### src/rtl/tick_pkg.sv
// tick_pkg: shared tick-interface types and default constants
package tick_pkg;
  typedef enum logic [1:0] {WAIT_FIRST, MEASURE, TIMEOUT} tick_state_e;
  localparam int TICK_DIV_DEFAULT     = 100;
  localparam int TICK_TIMEOUT_DEFAULT = 100000000;
endpackage

### src/rtl/tick_minmax.sv
// tick_minmax: running min/max of strobed periods, restartable by clear
module tick_minmax #(
  parameter int p_width = 8
) (
  input  logic               i_clk,
  input  logic               i_rst,
  input  logic               i_clear,
  input  logic               i_stb,
  input  logic [p_width-1:0] i_period,
  output logic [p_width-1:0] o_min,
  output logic [p_width-1:0] o_max
);
  logic [p_width-1:0] min_q, max_q;
  // fold each new period into the extremes; clear restarts from the empty-set values
  always_ff @(posedge i_clk) begin
    if (i_rst || i_clear) begin
      min_q <= '1;
      max_q <= '0;
    end else if (i_stb) begin
      min_q <= (i_period < min_q) ? i_period : min_q;
      max_q <= (i_period > max_q) ? i_period : max_q;
    end
  end
  assign o_min = min_q;
  assign o_max = max_q;
endmodule

### src/rtl/tick_period_meter.sv
// tick_period_meter: measures cycles between ticks, flags timeout; min/max tracking under TICK_PERIOD_MINMAX_EN
module tick_period_meter
  import tick_pkg::*;
#(
  parameter int p_timeout = TICK_TIMEOUT_DEFAULT,
  parameter int p_width   = $clog2(p_timeout + 1)
) (
  input  logic               i_clk,
  input  logic               i_rst,
  input  logic               i_tick,
  input  logic               i_clear,
  output logic [p_width-1:0] o_period,
  output logic               o_valid,
  output logic               o_timeout
`ifdef TICK_PERIOD_MINMAX_EN
  ,
  output logic [p_width-1:0] o_min,
  output logic [p_width-1:0] o_max
`endif
);
  localparam logic [p_width-1:0] lp_max = p_width'(p_timeout);
  localparam logic [p_width-1:0] lp_one = p_width'(1);
  tick_state_e        state_q;
  logic [p_width-1:0] cnt_q, period_q;
  logic               valid_q, timeout_q;
  // tick/timeout FSM; the counter saturates at p_timeout so it can never wrap
  always_ff @(posedge i_clk) begin
    if (i_rst) begin
      state_q   <= WAIT_FIRST;
      cnt_q     <= '0;
      period_q  <= '0;
      valid_q   <= 1'b0;
      timeout_q <= 1'b0;
    end else if (i_clear) begin
      state_q   <= WAIT_FIRST;
      cnt_q     <= '0;
      valid_q   <= 1'b0;
      timeout_q <= 1'b0;
    end else begin
      valid_q <= 1'b0;
      case (state_q)
        WAIT_FIRST: if (i_tick) begin
          state_q <= MEASURE;
          cnt_q   <= lp_one;
        end
        MEASURE: if (i_tick) begin
          period_q <= cnt_q;
          valid_q  <= 1'b1;
          cnt_q    <= lp_one;
        end else if (cnt_q == lp_max) begin
          state_q   <= TIMEOUT;
          timeout_q <= 1'b1;
        end else begin
          cnt_q <= cnt_q + lp_one;
        end
        TIMEOUT: if (i_tick) begin
          state_q   <= MEASURE;
          cnt_q     <= lp_one;
          timeout_q <= 1'b0;
        end
        default: state_q <= WAIT_FIRST;
      endcase
    end
  end
  assign o_period  = period_q;
  assign o_valid   = valid_q;
  assign o_timeout = timeout_q;
`ifdef TICK_PERIOD_MINMAX_EN
  logic meas_tick;
  assign meas_tick = (state_q == MEASURE) && i_tick && !i_clear;
  tick_minmax #(.p_width(p_width)) u_minmax (
    .i_clk   (i_clk),
    .i_rst   (i_rst),
    .i_clear (i_clear),
    .i_stb   (meas_tick),
    .i_period(cnt_q),
    .o_min   (o_min),
    .o_max   (o_max)
  );
`endif
endmodule

### config.mk
export PLATFORM = sky130hd
export DESIGN_NAME = tick_period_meter
export DESIGN_NICKNAME = d
export VERILOG_FILES = /design/src/rtl/tick_pkg.sv /design/src/rtl/tick_minmax.sv /design/src/rtl/tick_period_meter.sv
export SDC_FILE = /design/constraint.sdc
export NUM_CORES = 1
export LEC_CHECK = 0
export CORE_UTILIZATION = 47
export DETAILED_ROUTE_END_ITERATION = 8
export PLACE_DENSITY = 0.69
export SLEW_MARGIN = 20
export SYNTH_ARGS = -nofsm -noshare
export SYNTH_HDL_FRONTEND = slang
export SYNTH_HIERARCHICAL = 1
export SYNTH_SLANG_ARGS = --single-unit
### constraint.sdc
create_clock -name i_clk -period 4.1 [get_ports i_clk]
set_clock_uncertainty 0.2 [all_clocks]
set_input_delay 0.41 -clock i_clk [delete_from_list [all_inputs] [get_ports i_clk]]
set_output_delay 0.41 -clock i_clk [all_outputs]
set_load 0.05 [all_outputs]
# Word level (Yosys, flattened, before mapping)
# Index checks and enable logic that the tools add are counted.
totals:
  register_bits: 58
  inputBits: 4
  output_inout_bits: 29
  word_cells: 39
op_classes:
  n_addsub: 1
  eq_ne: 8
  muxes: 13
  n_bitwise: 2
  n_reduce_logical: 10
ops:
  columns: ["cell", "count"]
  rows:
  - ["$mux W27", 3]
  - ["$pmux W27 S2", 1]
  - ["$add A27 B1 Y27 const B", 1]
  - ["$eq A27 B27 Y1 const B", 1]
  - ["$reduce_and A3 Y1", 3]
  - ["$mux W2", 3]
  - ["$ne A2 B2 Y1 const B", 3]
  - ["$mux W1", 4]
  - ["$pmux W2 S2", 1]
  - ["$reduce_and A4 Y1", 1]
  - ["$reduce_bool A2 Y1", 2]
  - ["$reduce_or A2 Y1", 2]
  - ["$ne A3 B3 Y1 const B", 1]
  - ["$reduce_or A3 Y1", 1]
  - ["$eq A2 B1 Y1 const B", 1]
  - ["$eq A2 B2 Y1 const B", 1]
  - ["$logic_not A2 Y1", 1]
  - ["$ne A2 B1 Y1 const B", 1]
  - ["$not A1 Y1", 2]
  - ["$pmux W1 S2", 1]

# Depth between registers and ports, before layout
logic_depth:
  depth_word: 4
  depth_mapped: 8
  depth_no_buf: 8

# Worst setup path before layout
# Ideal clock, no wire load.
synth_path:
  kind: "register -> register"
  start: "register cnt_q[0]"
  end: "register cnt_q[7]"
  setup_ns: 0.075
  arrival_time_ns: 1.824
  t_required_ns: 3.825
  slack_ns: 2.002
  path_stages_with_launch: 9
  n_path_buf: 0
  period_less_slack_ns: 2.098
  path_cell_list: "dfxtp_1 -> inv_1 -> ha_1 -> nor3b_1 -> nand4_2 -> o21ai_4 -> nor2_2 -> or4b_1 -> o22ai_1"
synth_between:
  elab_chain_len: 4
  elab_cells_between_ends: 7
  classes_between: "1 x add/sub; 2 x eq/ne; 3 x mux; 1 x reduce/logical"
synth_rtl:
  columns: ["item", "line", "rtl"]
  rows:
  - ["start: declaration", "tick_period_meter.sv:24", "logic [p_width-1:0] cnt_q, period_q;"]
  - ["start signal: assignment", "tick_period_meter.sv:44", "cnt_q <= lp_one;"]
  - ["start signal: assignment", "tick_period_meter.sv:49", "cnt_q <= lp_one;"]
  - ["start signal: assignment", "tick_period_meter.sv:54", "cnt_q <= cnt_q + lp_one;"]
  - ["$add A27 B1 Y27", "tick_period_meter.sv:54", null]
  - ["$mux W27", "tick_period_meter.sv:50", "end else if (cnt_q == lp_max) begin"]
  - ["$mux W27", "tick_period_meter.sv:46", "MEASURE: if (i_tick) begin"]
  - ["$pmux W27 S2", "tick_period_meter.sv:41", "case (state_q)"]
# Parallel ways exist; a longest one is shown, timed or not. The select of a mux whose other input is x is not followed.
# A chain may end at the register's enable or synchronous reset.

# Worst setup path in the final report
layout_path:
  start: "register state_q[0]"
  end: "register cnt_q[7]"
layout_between:
  elab_chain_len: 4
  elab_cells_between_ends: 9
  classes_between: "4 x eq/ne; 1 x mux; 4 x reduce/logical"
layout_rtl:
  columns: ["item", "line", "rtl"]
  rows:
  - ["start: declaration", "tick_period_meter.sv:23", "tick_state_e state_q;"]
  - ["start signal: assignment", "tick_period_meter.sv:29", "state_q <= WAIT_FIRST;"]
  - ["start signal: assignment", "tick_period_meter.sv:35", "state_q <= WAIT_FIRST;"]
  - ["start signal: assignment", "tick_period_meter.sv:43", "state_q <= MEASURE;"]
  - ["$eq A2 B2 Y1 / $logic_not A2 Y1 (equally long branches)", "tick_period_meter.sv:41", null]
  - ["$reduce_or A2 Y1 (no line)", null, null]
  - ["$ne A2 B1 Y1 (no line) / $reduce_bool A2 Y1 (equally long branches)", null, null]
  - ["$reduce_and A3 Y1 (no line)", null, null]
# Parallel ways exist; a longest one is shown, timed or not.

==> results.toml <==
[status]
status = "complete, no violations"

[floorplan]
core_area_um2 = 5642
start_util = 0.4974
ioPinCount = 33
fp.dieW_um = 79.28
dieHeight_um = 79.28
die_area_um2 = 6285
rows = 27

[grt]
grt_pass1_wl_mm = 12.41
grt_max_degree = 31
track_usage = 0.2628
grt.overflow.total = 0
grt_pass1_vias = 2427
grt_antenna_before_repair = 0

[clocking]
clock_latency_ps = 350
cts-htree-levels = 3
clock_path_buffers = 2
ctsRootBufferMaster = "clkbuf_8"
clock_sinks = 58
clk_pin_slew_ps = 70
cts_tree = "done"
cts_hold_buf = 0
cts_buffers = 9
post_cts_resized = 0
post_cts_buffers = 0

[drt]
drt-total-wl_mm = 7.360
dr.pass1.iters = 4
routed_via_density = 5.791
drc = 0
drt-initial-drc-count = 218
antenna_left = 0
wl_per_cell_um = 16.21
vias = 2629

[final_layout]
stdcell_area_um2 = 3312
finalNonFillerCells = 454
postLayoutCoreUtil = 0.5870
layout.nets = 385
diodes = 0
fillCellCount = 537
drive_gt1_frac = 0.08901
area_growth_pct = 18.01

[timing]
drv_slew = 0
setup_viol_count_final = 0
worstMarginPinSlew_ps = 945.5
period_share = 0.6341
hold_viol_final = 0
finalSetupTns_ps = 0
slew_headroom = 0.3697
timing.fmax_mhz = 384.6
fin_crit_ps = 2600
holdWs_ps = 254.1
setup_ws_ps = 1500
rsz0062_at_grt = "no"

[placement]
dp_slack_ps = 1239
place_congestion = 0.9274
hpwl_mm = 5.148
dp.cells = 440
port_buffers = 32
placedInstanceArea_um2 = 3153

[power_and_ir_drop]
comb_power_share = 0.050
internal_power_mw = 0.8045
p_leak_nw = 1.024
clkPwrFrac = 0.418
pwr-share-seq = 0.532
power_density_nw_per_um2 = 322.0
p_sw_frac = 0.2456
power_mw = 1.066
p_switching_mw = 0.2620
ir_drop_mv = 0.1780

[yosys]
syn_inst = 354
ys_ff_latch = 58
synth_top_area_share = 0.4137
ys_async_sr_fraction = 0
synth_area_per_cell_um2 = 7.928
syn-cell-area_um2 = 2806
synthFlopType = "dfxtp_1"
seq_area_frac_synth = 0.4137
synth_most_common_cell = "nand2_1"
synth_top_cell_by_area = "dfxtp_1"
synthDistinctLibCells = 55
synth_edf_count = 0
ys.warnings.count = 6
synthTopCellsByCount = "nand2_1, dfxtp_1, a21oi_1"
synth_nets = 360
synthTopCellsByArea = "dfxtp_1, nand2_1, a21oi_1"

[critical_path]
r2r_slack_ps = 1500
crit_fanout = 13
timing.rr.start = "state_q[0]"
worstPathArrival_ps = 2660
critPathCaptureType = "register"
r2r_cells = 6
regToRegEndpoint = "cnt_q[7]"
crit_path_start_kind = "register"
cp.required_ps = 4160
critPathKind = "reg2reg"

[worst_hold_path]
hold_path.class = "reg2reg"
holdPathStages = 2
min_to = "o_period[19]"
hold_start = "o_period[19]"

[job]
drv_cap = 0
-- placed cells by master, fill, tap and decap left out, drive strengths merged, types with 3 or more instances in the layout --
cell type	count
nand2	76
dfxtp	58
a21oi	47
nor2	35
clkdlybuf4s50	32
o21ai	15
clkbuf	11
nand3	10
nand4	9
nor4	8
nor3	7
inv	6
xnor2	5
nand3b	4
a41oi	4
and3	3
o211ai	3
and2	3
or2	3
or4	3
a31oi	3
o31ai	3
buf	3
-- per-layer routing --
| metal | GRT usage | up-vias | routed length (µm) | part of all wire |
|---|---|---|---|---|
| met1 | 0.3454 | 1230 | 3506 | 0.48 |
| met4 | 0.08545 | 0 | 90 | 0.012 |
| met2 | 0.4103 | 81 | 3350 | 0.46 |
| met5 | 0 | - | 0 | 0 |
| met3 | 0.07816 | 13 | 413 | 0.056 |
| li1 | - | 1305 | - | - |
-- cells by family after synthesis --
logic type	Yosys count	synth area share
buf+inv	27	0.03878
mux	1	0.003567
simple gates	171	0.3099
compound gates	90	0.2095
xor+xnor	5	0.01560
fa+ha+maj	2	0.008915
flops	58	0.4137
-- layout make-up --
cell class | instances | area [µm²] | area share
multi-input cells | 269 | 1536 | 0.4639
flip-flops and latches | 58 | 1161 | 0.3506
repair buffers | 35 | 342.8 | 0.1035
clock buffers | 11 | 141.4 | 0.04269
well taps | 72 | 90.09 | 0.02720
inverters | 6 | 22.52 | 0.006800
clock inverters | 3 | 17.52 | 0.005289
-- worst max-delay path, cell delays in order, from the launching register on --
cell and delay [ps]:
dfxtp_1 540, inv_1 320, nor2_2 340, o21ai_4 190, nor2_2 290, or4b_1 460
o22ai_1 170
-- state kept, by name, indices dropped and copies added, names as in the netlist --
signal	cells
cnt_q	27
o_timeout	1
o_valid	1
state_q	2
o_period	27
-- power groups by stage --
stage	logic (mW)	registers, mW	clock network, mW
after CTS	0.0534	0.567	0.453
after global routing	0.0587	0.567	0.482
after detailed placement	0.0531	0.580	0
final	0.0536	0.567	0.445
after global placement	0.0527	0.580	0
after floorplan	0.0366	0.579	0
-- how the worst max path moves through the flow --
| stage | end | depth (start not counted) | slack (ps) | startpoint |
|---|---|---|---|---|
| finish | cnt_q[7] | 6 | 1500 | state_q[0] |
| global route | cnt_q[7] | 6 | 1410 | state_q[0] |
| CTS | cnt_q[7] | 6 | 1560 | state_q[0] |
| detailed placement | o_period[11] | 5 | 1240 | i_tick |
| global placement | o_period[4] | 5 | 1260 | i_tick |
| floorplan | cnt_q[7] | 8 | 2000 | cnt_q[0] |
Note: power is estimated with default switching activity, not from simulation.
